===== config.mk =====
export PLATFORM = sky130hd
export DESIGN_NAME = alu_acc_ctrl_flat
export DESIGN_NICKNAME = d
export VERILOG_FILES = /design/src/rtl/alu_acc_ctrl_if.sv /design/src/rtl/alu_acc_ctrl.sv /design/src/flat_wrapper.sv
export SDC_FILE = /design/constraint.sdc
export NUM_CORES = 1
export LEC_CHECK = 0
export ABC_AREA = 1
export BUFFER_PORTS_ARGS = -buffer_cell sky130_fd_sc_hd__buf_4
export CAP_MARGIN = 20
export CORE_ASPECT_RATIO = 0.8
export CORE_MARGIN = 10
export CORE_UTILIZATION = 33
export CTS_BUF_LIST = sky130_fd_sc_hd__clkbuf_4 sky130_fd_sc_hd__clkbuf_8
export DETAILED_ROUTE_END_ITERATION = 6
export SYNTH_ARGS = -nofsm -noshare
export SYNTH_HDL_FRONTEND = slang
export SYNTH_SLANG_ARGS = --single-unit

===== constraint.sdc =====
create_clock -name clk -period 1.5 [get_ports clk]
set_input_delay 0.075 -clock clk [delete_from_list [all_inputs] [get_ports clk]]
set_output_delay 0.075 -clock clk [all_outputs]
set_load 0.02 [all_outputs]

===== src/rtl/alu_acc_ctrl_if.sv =====
// ============================================================================
//  Module : alu_acc_ctrl_if
//  Brief  : Command request handshake bundle for the accumulator controller.
//  Rev    : 1.0  initial release
// ============================================================================
`default_nettype none

interface alu_acc_ctrl_if #(
  parameter int OPND_W = 16
) ();
  logic              req_valid;
  logic              req_ready;
  logic [1:0]        req_cmd;
  logic [3:0]        req_op;
  logic [OPND_W-1:0] req_operand;

  modport master (
    output req_valid,
    output req_cmd,
    output req_op,
    output req_operand,
    input  req_ready
  );

  modport slave (
    input  req_valid,
    input  req_cmd,
    input  req_op,
    input  req_operand,
    output req_ready
  );
endinterface

`default_nettype wire


===== src/rtl/alu_acc_ctrl.sv =====
// ============================================================================
//  Module : alu_acc_ctrl
//  Brief  : Accumulator controller wrapped around an external 32-bit alu.
//           Optional macro CALC_UNDO_EN adds a one-deep undo (swap) register.
//  Rev    : 1.0  initial release
// ============================================================================
`default_nettype none

module alu_acc_ctrl #(
  parameter int DATA_W = 32,
  parameter int OPND_W = 16,
  parameter int CNT_W  = 8
) (
  input  wire logic              clk,
  input  wire logic              rst_n,
  alu_acc_ctrl_if.slave          req,
  output logic [DATA_W-1:0]      alu_a_o,
  output logic [DATA_W-1:0]      alu_b_o,
  output logic [3:0]             alu_op_o,
  input  wire logic [DATA_W-1:0] alu_out_i,
  input  wire logic              alu_zero_i,
  output logic [DATA_W-1:0]      acc_o,
  output logic                   zero_flag_o,
  output logic                   done_o,
  output logic                   busy_o,
  output logic [CNT_W-1:0]       op_count_o
);

  localparam logic [1:0]       c_cmd_exec  = 2'b00;
  localparam logic [1:0]       c_cmd_clear = 2'b01;
  localparam logic [1:0]       c_cmd_load  = 2'b10;
  localparam logic [CNT_W-1:0] c_cnt_max   = '1;

  typedef enum logic [1:0] {
    S_IDLE = 2'd0,
    S_EXEC = 2'd1,
    S_DONE = 2'd2
  } state_e;

  state_e              state_q, state_d;
  logic [DATA_W-1:0]   acc_q, acc_d;
  logic                zero_q, zero_d;
  logic [CNT_W-1:0]    cnt_q, cnt_d;
  logic [3:0]          op_q, op_d;
  logic [DATA_W-1:0]   opnd_q, opnd_d;
`ifdef CALC_UNDO_EN
  logic [DATA_W-1:0]   prev_q, prev_d;
`endif

  logic [DATA_W-1:0]   w_sext;
  logic                w_ready;

  assign w_sext  = {{(DATA_W-OPND_W){req.req_operand[OPND_W-1]}}, req.req_operand};
  assign w_ready = (state_q == S_IDLE);

  always_comb begin
    state_d = state_q;
    acc_d   = acc_q;
    zero_d  = zero_q;
    cnt_d   = cnt_q;
    op_d    = op_q;
    opnd_d  = opnd_q;
`ifdef CALC_UNDO_EN
    prev_d  = prev_q;
`endif
    case (state_q)
      S_IDLE: begin
        if (req.req_valid) begin
          op_d   = req.req_op;
          opnd_d = w_sext;
          case (req.req_cmd)
            c_cmd_exec: begin
              state_d = S_EXEC;
            end
            c_cmd_clear: begin
              acc_d   = '0;
              zero_d  = 1'b1;
`ifdef CALC_UNDO_EN
              prev_d  = acc_q;
`endif
              state_d = S_DONE;
            end
            c_cmd_load: begin
              acc_d   = w_sext;
              zero_d  = (w_sext == '0);
`ifdef CALC_UNDO_EN
              prev_d  = acc_q;
`endif
              state_d = S_DONE;
            end
            default: begin
              // UNDO: swap with the saved value; a plain no-op when undo is absent
`ifdef CALC_UNDO_EN
              acc_d   = prev_q;
              prev_d  = acc_q;
              zero_d  = (prev_q == '0);
`endif
              state_d = S_DONE;
            end
          endcase
        end
      end
      S_EXEC: begin
        acc_d   = alu_out_i;
        zero_d  = alu_zero_i;
        cnt_d   = (cnt_q == c_cnt_max) ? cnt_q : cnt_q + CNT_W'(1);
`ifdef CALC_UNDO_EN
        prev_d  = acc_q;
`endif
        state_d = S_DONE;
      end
      S_DONE: begin
        state_d = S_IDLE;
      end
      default: begin
        state_d = S_IDLE;
      end
    endcase
  end

  always_ff @(posedge clk or negedge rst_n) begin
    if (!rst_n) begin
      state_q <= S_IDLE;
      acc_q   <= '0;
      zero_q  <= 1'b1;
      cnt_q   <= '0;
      op_q    <= '0;
      opnd_q  <= '0;
`ifdef CALC_UNDO_EN
      prev_q  <= '0;
`endif
    end else begin
      state_q <= state_d;
      acc_q   <= acc_d;
      zero_q  <= zero_d;
      cnt_q   <= cnt_d;
      op_q    <= op_d;
      opnd_q  <= opnd_d;
`ifdef CALC_UNDO_EN
      prev_q  <= prev_d;
`endif
    end
  end

  // alu inputs come straight from registers so they stay stable through EXEC
  assign alu_a_o       = acc_q;
  assign alu_b_o       = opnd_q;
  assign alu_op_o      = op_q;
  assign acc_o         = acc_q;
  assign zero_flag_o   = zero_q;
  assign op_count_o    = cnt_q;
  assign done_o        = (state_q == S_DONE);
  assign req.req_ready = w_ready;
  assign busy_o        = ~w_ready;

endmodule

`default_nettype wire

===== src/flat_wrapper.sv =====
// flat-port wrapper written by rule: the top's interface ports become plain ports
module alu_acc_ctrl_flat 
#(
  parameter int DATA_W = 32,
  parameter int OPND_W = 16,
  parameter int CNT_W  = 8
)
  (clk, rst_n, alu_a_o, alu_b_o, alu_op_o, alu_out_i, alu_zero_i, acc_o, zero_flag_o, done_o, busy_o, op_count_o, req_req_valid, req_req_cmd, req_req_op, req_req_operand, req_req_ready);
  alu_acc_ctrl_if #(.OPND_W(OPND_W)) req_i ();
  input  wire logic clk;
  input  wire logic rst_n;
  output logic [DATA_W-1:0] alu_a_o;
  output logic [DATA_W-1:0] alu_b_o;
  output logic [3:0] alu_op_o;
  input  wire logic [DATA_W-1:0] alu_out_i;
  input  wire logic alu_zero_i;
  output logic [DATA_W-1:0] acc_o;
  output logic zero_flag_o;
  output logic done_o;
  output logic busy_o;
  output logic [CNT_W-1:0] op_count_o;
  input wire logic [$bits(req_i.req_valid)-1:0] req_req_valid;
  input wire logic [$bits(req_i.req_cmd)-1:0] req_req_cmd;
  input wire logic [$bits(req_i.req_op)-1:0] req_req_op;
  input wire logic [$bits(req_i.req_operand)-1:0] req_req_operand;
  output wire logic [$bits(req_i.req_ready)-1:0] req_req_ready;
  assign req_i.req_valid = req_req_valid;
  assign req_i.req_cmd = req_req_cmd;
  assign req_i.req_op = req_req_op;
  assign req_i.req_operand = req_req_operand;
  assign req_req_ready = req_i.req_ready;
  alu_acc_ctrl #(.DATA_W(DATA_W), .OPND_W(OPND_W), .CNT_W(CNT_W)) u_core (.clk(clk), .rst_n(rst_n), .req(req_i), .alu_a_o(alu_a_o), .alu_b_o(alu_b_o), .alu_op_o(alu_op_o), .alu_out_i(alu_out_i), .alu_zero_i(alu_zero_i), .acc_o(acc_o), .zero_flag_o(zero_flag_o), .done_o(done_o), .busy_o(busy_o), .op_count_o(op_count_o));
endmodule

==> results of run 1 <==
[report_power, final]
part           total [uW]  switching, uW  internal, uW
clock                1630            676           949
combinational        2610           1400          1210
sequential           2320            288          2030
total                6550           2370          4180
[cell usage after synthesis]
cell type	n	area, um2
xnor2_1	1	8.76
xor2_1	2	17.5
mux2_2	19	214
dfrtp_1	62	1550
buf_6	6	67.6
mux2_4	1	15.0
inv_1	12	45.0
nor2_4	2	22.5
nand3_4	1	17.5
nor2_1	16	60.1
dfstp_2	1	26.3
buf_2	1	5.00
inv_2	3	11.3
ha_1	3	37.5
nand4_1	2	12.5
nand2_1	99	372
nand2_4	3	33.8
nand2_2	2	12.5
inv_4	2	12.5
o21ai_0	3	15.0
buf_4	52	390
nand3_1	53	265
[final timing paths]
kind	depth (start not counted)	slack, ps	from	end
worst max register to register	8	140	u_core.op_count_o[0]$_DFFE_PN0P_	u_core.op_count_o[3]$_DFFE_PN0P_
max in group asynchronous	3	700	rst_n	u_core.zero_flag_o$_DFFE_PN1P_
worst min register to register	2	480	u_core.zero_flag_o$_DFFE_PN1P_	u_core.zero_flag_o$_DFFE_PN1P_
min in group asynchronous	2	210	rst_n	u_core.alu_b_o[0]$_DFFE_PN0P_
worst min-delay path	2	30	req_req_operand[15]	u_core.alu_b_o[15]$_DFFE_PN0P_
worst max-delay path	8	140	u_core.op_count_o[0]$_DFFE_PN0P_	u_core.op_count_o[3]$_DFFE_PN0P_
[flip-flops by register name, summed over array words and instances (netlist names)]
| name | flops |
|---|---|
| u_core.acc_o | 32 |
| u_core.alu_b_o | 16 |
| u_core.op_count_o | 8 |
| u_core.alu_op_o | 4 |
| u_core.state_q | 2 |
| u_core.zero_flag_o | 1 |
[cells by family after synthesis]
kind of cell	count (synthesis)
xor+xnor	3
simple gates	178
fa+ha+maj	3
flops	63
buf+inv	76
compound gates	3
mux	20
[repair_timing]
item,CTS,global route
endpoints found under the setup margin,0,5
buffers inserted,0,3
hold buffers,53,0
endpoints found under the hold margin,80,0
gates resized for setup,0,1
[worst max-delay path, delay by kind of cell, from the launching register on]
kind	cells	cell delay [ps]
fa+ha+maj	1	210
buf+inv	2	170
flops	1	420
simple gates	5	450
[layout make-up]
class	count	area (um2)
Clock buffer	10	131
Timing Repair Buffer	231	1890
Sequential cell	63	1580
Tap cell	119	149
Multi-Input combinational cell	207	1110
Clock inverter	6	85.1
Fill cell	861	4560
Inverter	17	68.8
[layout by cell type, fill, tap and decap left out]
cell type,instances
buf_12,2
buf_4,176
bufinv_16,2
clkbuf_4,1
clkbuf_8,9
clkinv_2,2
clkinvlp_4,2
dfrtp_1,62
dfstp_2,1
dlygate4sd3_1,53
ha_1,3
inv_1,12
inv_2,3
inv_4,2
mux2_2,19
mux2_4,1
nand2_1,99
nand2_2,2
nand2_4,3
nand3_1,52
nand3_2,1
nand3_4,1
nand4_1,2
nor2_1,16
nor2_4,2
o21ai_0,3
xnor2_1,1
xor2_1,2
[per-layer routing]
metal	GRT usage (%)	wire [um]
met5	0	0
met4	3.37	105
met1	16.6	4170
met3	5.77	1030
met2	21.4	4440
[per-stage QoR]
step	worst slack, ps	setup TNS, ps	area (um2)	hold WS [ps]	total power [uW]
finish	141	0	5010	32.1	6550
global route	-8.76	-8.76	5010	12.8	6930
CTS	111	0	4980	15.6	6610
detailed placement	128	0	4240	31.8	4830
global placement	191	0	4240	29.0	4800
floorplan	117	0	3210	-221	3900
==> impl_metrics.json, run 1 <==
{
  "run_status": "finished, final reports clean",
  "totalWireLength_um": 9750,
  "clock_tree.htree_level_count": 3,
  "critical_path.most_common_cell": "nand2_1",
  "share_of_synthesized_cell_area_in_full_adder_half_adder_and_majority_cells_pct": 1.17,
  "seq_area_frac_synth_pct": 49.1,
  "finClkSkew_ps": 8.11,
  "synth-seq-cells": 63,
  "drt-vias-per-instance": 4.43,
  "min_period_over_period_pct": 90.6,
  "synth_mux_area_share_pct": 7.13,
  "drt_iter0_markers": 140,
  "main_combinational_cell_family_by_area_after_synthesis": "simple AND/OR/NAND/NOR gates",
  "cap_viol_max_count": 0,
  "timing.critical_path.required_ps": 1730,
  "p_per_area_nw_per_um2": 1310,
  "hold_path_class": "in -> reg",
  "layout.core_utilization_pct": 52.4,
  "drtAntennaViolNets": 0,
  "row_count": 32,
  "synth_area_per_cell_um2": 9.29,
  "floorplan.die.width_um": 130,
  "synth_warnings": 0,
  "routed_wire_length_per_instance_um": 14.9,
  "p_leak_uw": 0.00261,
  "synth_compound_area_share_pct": 0.467,
  "tritoncts.num_buffers": 9,
  "initial_utilization_pct": 33.6,
  "synthesis.instances": 346,
  "synth_area_um2": 3210,
  "tritoncts": "built",
  "critical_path_maximum_fanout": 8,
  "syn_to_final_growth_pct": 56.0,
  "max_clock_freq_mhz": 736,
  "overflow": 0,
  "buffer_ports.inserted": 169,
  "cp-end-kind": "flop",
  "design.core.area_um2": 9570,
  "nNetsFinal": 590,
  "numPlacedInstances": 581,
  "layout_min_cycle_time_ps": 1360,
  "final_replace_weighted_congestion": 0.802,
  "timing_worst_slew_pin_value_ps": 491,
  "crit_path_start_kind": "flop",
  "io_pins": 170,
  "count_of_endpoints_failing_hold_in_the_final_timing_report": 0,
  "dieArea_um2": 14100,
  "detail_route.first_pass.iterations": 4,
  "grt_first_pass_wirelength_um": 15400,
  "synth_fp_nets": 407,
  "fraction_of_layout_instances_using_a_drive_strength_above_1_pct": 42.9,
  "criticalPathCategory": "reg -> reg",
  "synth_simple_gate_area_share_pct": 24.8,
  "cts_root_buffer": "clkbuf_8",
  "worst_path_max_delay_cell": "dfrtp_1",
  "synthXorXnorAreaFrac_pct": 0.818,
  "ctsLongestPathBuffers": 2,
  "grt.total_usage_pct": 13.5,
  "clk-insertion-delay-late_ps": 330,
  "cts_num_sinks": 63,
  "die_height_um": 108,
  "critical_path.max_stage_delay_ps": 420,
  "insertedDiodeCount": 0,
  "pin_count_of_the_biggest_net_entering_global_routing": 36,
  "final-setup-viol-count": 0,
  "ir_drop_mv": 0.632,
  "drt_drc_violations_left": 0,
  "first_global_vias": 2983,
  "layout.cells.non_filler": 653,
  "detailedPlacementHpwl_um": 7350,
  "arrival_time_worst_endpoint_ps": 1580,
  "clkSlewWorstSetupHoldPaths_ps": 70,
  "grt_antenna_before_repair": 0,
  "route.vias.total": 2892,
  "final-max-slew-violation-count": 0,
  "synth.lib_cells_used.distinct": 22,
  "relSlewSlack_pct": 67.3,
  "crit_path_cell_trace": "ha_1 -> nand2_1 -> inv_1 -> nand3_2 -> nand2_4 -> inv_2 -> nand2_1 -> nand2_1"
}
No activity file was read; power rests on OpenSTA's default activity.
==> inputs of run 2 (changes only) <==
--- a/config.mk
+++ b/config.mk
@@ -10,9 +10,11 @@
 export CAP_MARGIN = 20
 export CORE_ASPECT_RATIO = 0.8
 export CORE_MARGIN = 10
-export CORE_UTILIZATION = 33
+export CORE_UTILIZATION = 47
 export CTS_BUF_LIST = sky130_fd_sc_hd__clkbuf_4 sky130_fd_sc_hd__clkbuf_8
 export DETAILED_ROUTE_END_ITERATION = 6
+export PLACE_DENSITY = 0.83
+export REMOVE_ABC_BUFFERS = 1
 export SYNTH_ARGS = -nofsm -noshare
 export SYNTH_HDL_FRONTEND = slang
 export SYNTH_SLANG_ARGS = --single-unit
==> impl_metrics.json, run 2 (synthesis results as in run 1) <==
{
  "run_status": "finished, final reports clean",
  "cap_viol_max_count": 0,
  "routed_wire_length_per_instance_um": 17.5,
  "finClkSkew_ps": 10.6,
  "design.core.area_um2": 6510,
  "cts_root_buffer": "clkbuf_8",
  "ctsLongestPathBuffers": 2,
  "floorplan.die.width_um": 112,
  "fraction_of_layout_instances_using_a_drive_strength_above_1_pct": 42.6,
  "relSlewSlack_pct": 63.5,
  "ff_latch_area_um2": 1580,
  "timing_worst_slew_pin_value_ps": 547,
  "first_global_vias": 3337,
  "clkSlewWorstSetupHoldPaths_ps": 70,
  "min_period_over_period_pct": 94.5,
  "stdcell_area_um2": 4980,
  "detail_route.first_pass.iterations": 4,
  "final-setup-viol-count": 0,
  "fin_setup_tns_ps": 0,
  "nNetsFinal": 591,
  "die_height_um": 94.0,
  "row_count": 26,
  "totalWireLength_um": 10900,
  "final_replace_weighted_congestion": 0.761,
  "placed_area_um2": 4190,
  "hold_path_class": "in -> reg",
  "initial_utilization_pct": 49.4,
  "layout.cells.most_common_list": "177 x buf_4, 99 x nand2_1, 62 x dfrtp_1",
  "drt-vias-per-instance": 4.89,
  "max_clock_freq_mhz": 705,
  "clock_tree.htree_level_count": 3,
  "crit_path_start_kind": "flop",
  "tritoncts": "built",
  "drt_drc_violations_left": 0,
  "final_common_cell": "buf_4",
  "pin_count_of_the_biggest_net_entering_global_routing": 34,
  "cp-end-kind": "flop",
  "criticalPathCategory": "reg -> reg",
  "largest_register_ff_count": 32,
  "grt_antenna_before_repair": 1,
  "route.vias.total": 3034,
  "fill_cells": 431,
  "grt.total_usage_pct": 20.0,
  "drt_iter0_markers": 116,
  "p_per_area_nw_per_um2": 1340,
  "timing.critical_path.required_ps": 1740,
  "layout_min_cycle_time_ps": 1420,
  "tritoncts.num_buffers": 9,
  "grt_first_pass_wirelength_um": 17000,
  "place_ws_ps": 130,
  "area_occupied_by_multi_input_gates_um2": 1100,
  "detailedPlacementHpwl_um": 7480,
  "p_leak_uw": 0.00263,
  "ir_drop_mv": 0.793,
  "layout.core_utilization_pct": 76.5,
  "overflow": 0,
  "io_pins": 170,
  "critical_path_maximum_fanout": 8,
  "arrival_time_worst_endpoint_ps": 1660,
  "fin_ws_ps": 82.2,
  "cts_num_sinks": 63,
  "count_of_endpoints_failing_hold_in_the_final_timing_report": 0,
  "final-max-slew-violation-count": 0,
  "overall_power_after_layout_uw": 6680,
  "clk-insertion-delay-late_ps": 340,
  "drtAntennaViolNets": 0,
  "buffer_ports.inserted": 169,
  "syn_to_final_growth_pct": 54.9,
  "dieArea_um2": 10600
}
run 2: what timing repair did:
action	in CTS	in global routing
setup endpoints to repair	0	6
hold buffers	54	0
gates resized for setup	0	0
hold endpoints to repair	115	0
buffers inserted	0	2
run 2: through the flow:
| step | cells | hold WS, ps |
|---|---|---|
| 3_3_place_gp | 547 | -33.9 |
| 3_5_place_dp | 547 | -26.3 |
| 2_1_floorplan | 287 | -221 |
| 6_report | 620 | 49.7 |
| 5_1_grt | 620 | 70.3 |
| 4_1_cts | 617 | 34.3 |
run 2: area by class of cell:
cell class	instances	share of cell area, %
clock buffers	13	3.34
diodes	1	0.0503
well taps	84	2.11
inverters	17	1.38
multi-input cells	207	22.2
clock inverters	3	1.31
repair buffers	232	37.9
flip-flops and latches	63	31.7
run 2: critical path: stages, from the launching register on:
cell and delay (ps):
dfrtp_1 410, ha_1 210, nand2_1 80, inv_1 100
nand3_1 170, nand2_4 150, inv_2 70, nand2_1 80
nand2_1 50
run 2: path summary, 6_finish.rpt:
| kind | startpoint | depth (start not counted) | slack, ps | to |
|---|---|---|---|---|
| min in group asynchronous | rst_n | 2 | 140 | u_core.op_count_o[0]$_DFFE_PN0P_ |
| max in group asynchronous | rst_n | 3 | 750 | u_core.zero_flag_o$_DFFE_PN1P_ |
| worst max-delay path | u_core.op_count_o[0]$_DFFE_PN0P_ | 8 | 80 | u_core.op_count_o[7]$_DFFE_PN0P_ |
| worst min register to register | u_core.zero_flag_o$_DFFE_PN1P_ | 2 | 470 | u_core.zero_flag_o$_DFFE_PN1P_ |
| worst min-delay path | alu_zero_i | 5 | 50 | u_core.zero_flag_o$_DFFE_PN1P_ |
| worst max register to register | u_core.op_count_o[0]$_DFFE_PN0P_ | 8 | 80 | u_core.op_count_o[7]$_DFFE_PN0P_ |
run 2: metal layers:
metal	global-route usage, %	share of wire, %	up-vias
li1	-	-	1430
met1	21.2	37	1439
met2	35.1	52	144
met3	8.17	8.9	21
met4	7.81	2.1	0
met5	0	0	-
run 2: report_power, final:
group / switching [uW] / internal, uW
logic: 1460 / 1200
clock network: 633 / 1060
registers: 303 / 2030
total: 2390 / 4290
==> inputs of run 3 (changes only) <==
--- a/config.mk
+++ b/config.mk
@@ -5,12 +5,11 @@
 export SDC_FILE = /design/constraint.sdc
 export NUM_CORES = 1
 export LEC_CHECK = 0
-export ABC_AREA = 1
 export BUFFER_PORTS_ARGS = -buffer_cell sky130_fd_sc_hd__buf_4
 export CAP_MARGIN = 20
 export CORE_ASPECT_RATIO = 0.8
 export CORE_MARGIN = 10
-export CORE_UTILIZATION = 47
+export CORE_UTILIZATION = 46
 export CTS_BUF_LIST = sky130_fd_sc_hd__clkbuf_4 sky130_fd_sc_hd__clkbuf_8
 export DETAILED_ROUTE_END_ITERATION = 6
 export PLACE_DENSITY = 0.83
==> impl_metrics.json, run 3 <==
{
  "tritoncts": "built",
  "arrival_time_worst_endpoint_ps": 1660,
  "final-setup-viol-count": 0,
  "cap_viol_max_count": 0,
  "routed_wire_length_per_instance_um": 19.3,
  "die_height_um": 92.4,
  "initial_utilization_pct": 47.3,
  "synth-seq-cells": 63,
  "area_occupied_by_multi_input_gates_um2": 998,
  "crit_path_cell_trace": "dlygate4sd3_1 -> buf_4 -> and2_1 -> and3_1 -> buf_12 -> a221o_1",
  "grt_setup_unrepaired": "false",
  "criticalPathCategory": "in -> reg",
  "synth_area_um2": 3010,
  "count_of_endpoints_failing_hold_in_the_final_timing_report": 0,
  "synth_warnings": 0,
  "grt_first_pass_wirelength_um": 15500,
  "synth_simple_gate_area_share_pct": 8.51,
  "grt_antenna_before_repair": 0,
  "fraction_of_layout_instances_using_a_drive_strength_above_1_pct": 55.2,
  "cts_num_sinks": 63,
  "ctsLongestPathBuffers": 2,
  "seq_area_frac_synth_pct": 52.4,
  "drt_drc_violations_left": 0,
  "worst_hold_slack_ps": 43.6,
  "p_per_area_nw_per_um2": 1360,
  "ff_latch_area_um2": 1580,
  "tritoncts.num_buffers": 9,
  "post-synth-top-count-cell": "dfrtp_1",
  "buffer_ports.inserted": 169,
  "clkSlewWorstSetupHoldPaths_ps": 70,
  "floorplan.die.width_um": 110,
  "syn_to_final_growth_pct": 58.7,
  "hold_path_class": "in -> reg",
  "drtAntennaViolNets": 0,
  "final_replace_weighted_congestion": 0.791,
  "final-max-slew-violation-count": 0,
  "timing.critical_path.required_ps": 1720,
  "timing.critical_path.max_delay_family": "buffers and inverters",
  "relSlewSlack_pct": 64.4,
  "totalWireLength_um": 9790,
  "synth_top_flop_cell": "dfrtp_1",
  "clk-insertion-delay-late_ps": 330,
  "critical_path_buf_inv_count": 3,
  "yosys.area.top_type": "dfrtp_1",
  "run_status": "finished, final reports clean",
  "first_global_vias": 2950,
  "timing_worst_slew_pin_value_ps": 534,
  "grt.total_usage_pct": 18.7,
  "cts_root_buffer": "clkbuf_8",
  "synth.top_cell.area_share_pct": 51.5,
  "worst_path_max_delay_cell": "dlygate4sd3_1",
  "synthesis.instances": 243,
  "crit_path_start_kind": "input port",
  "row_count": 26,
  "synth.lib_cells_used.distinct": 32,
  "overflow": 0,
  "synth_area_per_cell_um2": 12.4,
  "numPlacedInstances": 450,
  "drt-vias-per-instance": 5.09,
  "ir_drop_mv": 0.805,
  "fill_cells": 404,
  "detail_route.first_pass.iterations": 4,
  "drt_iter0_markers": 95,
  "clock_tree.htree_level_count": 3,
  "largest_register_ff_count": 32,
  "detailedPlacementHpwl_um": 7110,
  "fin_ws_ps": 55.1,
  "cp-end-kind": "flop",
  "layout.cells.most_common_list": "179 x buf_4, 62 x dfrtp_1, 40 x dlygate4sd3_1",
  "final_common_cell": "buf_4",
  "synth_commonest_cells": "62 x dfrtp_1, 48 x buf_4, 32 x a221o_1",
  "critical_path_maximum_fanout": 16,
  "io_pins": 170,
  "layout_min_cycle_time_ps": 1440,
  "synth_mux_area_share_pct": 9.34,
  "share_of_synthesized_cell_area_in_full_adder_half_adder_and_majority_cells_pct": 1.25,
  "nNetsFinal": 478,
  "design.core.area_um2": 6380,
  "pin_count_of_the_biggest_net_entering_global_routing": 36,
  "p_leak_uw": 0.00241,
  "layout.cells.non_filler": 507,
  "critical_path.max_stage_delay_ps": 550,
  "async_flop_share_pct": 100,
  "synth_enable_flop_cells": 0,
  "dieArea_um2": 10200,
  "synthXorXnorAreaFrac_pct": 0.581,
  "synth.top_cells.by_area": "dfrtp_1 51%, buf_4 12%, a221o_1 11%",
  "route.vias.total": 2583,
  "synth_compound_area_share_pct": 12.7,
  "place_ws_ps": -6.66,
  "min_period_over_period_pct": 96.3,
  "max_clock_freq_mhz": 692,
  "main_combinational_cell_family_by_area_after_synthesis": "buffers and inverters",
  "finClkSkew_ps": 9.35
}
-- run 3: changes by cell type in the layout (fill, tap and decap cells not counted), sizes merged, moves of 6 or more --
cell,change
nand2,-101
nand3,-53
a221o,+32
and2,+18
nor2,-15
dlygate4sd3,-14
inv,-11
buf,+6
-- run 3: final cells by class --
type	count	area share [%]
repair buffers	224	38.6
flip-flops and latches	63	33.0
multi-input cells	113	20.9
clock buffers	13	3.48
well taps	84	2.20
clock inverters	3	1.36
inverters	6	0.471
diodes	1	0.0523
-- run 3: kinds of logic after synthesis --
family	count (synthesis)
buffers and inverters	67
DFF	63
and+or+nand+nor	42
AOI/OAI and AO/OA	41
muxes	25
adders and majority gates	3
xor gates and xnor gates	2
-- run 3: final timing paths --
check / cells past startpoint / slack, ps / start / end
worst max-delay path: 6 / 60 / req_req_valid / u_core.acc_o[9]$_DFFE_PN0P_
worst min-delay path: 3 / 40 / alu_out_i[5] / u_core.acc_o[5]$_DFFE_PN0P_
worst max register to register: 4 / 90 / u_core.state_q[1]$_DFFE_PN0P_ / u_core.alu_b_o[1]$_DFFE_PN0P_
worst min register to register: 2 / 490 / u_core.zero_flag_o$_DFFE_PN1P_ / u_core.zero_flag_o$_DFFE_PN1P_
max in group asynchronous: 3 / 740 / rst_n / u_core.acc_o[20]$_DFFE_PN0P_
min in group asynchronous: 2 / 240 / rst_n / u_core.alu_op_o[3]$_DFFE_PN0P_
-- run 3: worst reg2reg max path, stage by stage (launching register included) --
cell     delay, ps
dfrtp_1        410
nor2_4         160
and2_2         200
buf_12         170
mux2_2         360
-- run 3: per-layer routing --
layer | vias up | global-route usage [%] | wire length [um]
met5 | - | 0 | 0
met4 | 0 | 5.41 | 102
li1 | 1189 | - | -
met2 | 93 | 33.6 | 5230
met1 | 1291 | 19.7 | 3790
met3 | 10 | 7.93 | 669
-- run 3: stage by stage --
stage | power [uW] | area (um2) | TNS, ps | util [%]
finish | 6490 | 4780 | 0 | 75.0
CTS | 6550 | 4760 | 0 | 74.7
detailed placement | 4760 | 4130 | -12.6 | 64.8
floorplan | 3400 | 2580 | -43040 | -
global route | 6800 | 4780 | 0 | 75.0
global placement | 4680 | 4130 | 0 | 64.8
-- run 3: what timing repair did --
| item | 4_1_cts | 5_1_grt |
|---|---|---|
| setup endpoints to repair | 0 | 39 |
| hold buffers | 40 | 0 |
| resized for setup | 0 | 5 |
| endpoints found under the hold margin | 85 | 0 |
| buffers inserted | 0 | 0 |
-- run 3: report_power, final --
| part | switching (uW) | internal (uW) |
|---|---|---|
| clock network | 627 | 1060 |
| logic | 1290 | 1210 |
| registers | 291 | 2020 |
| total | 2210 | 4290 |
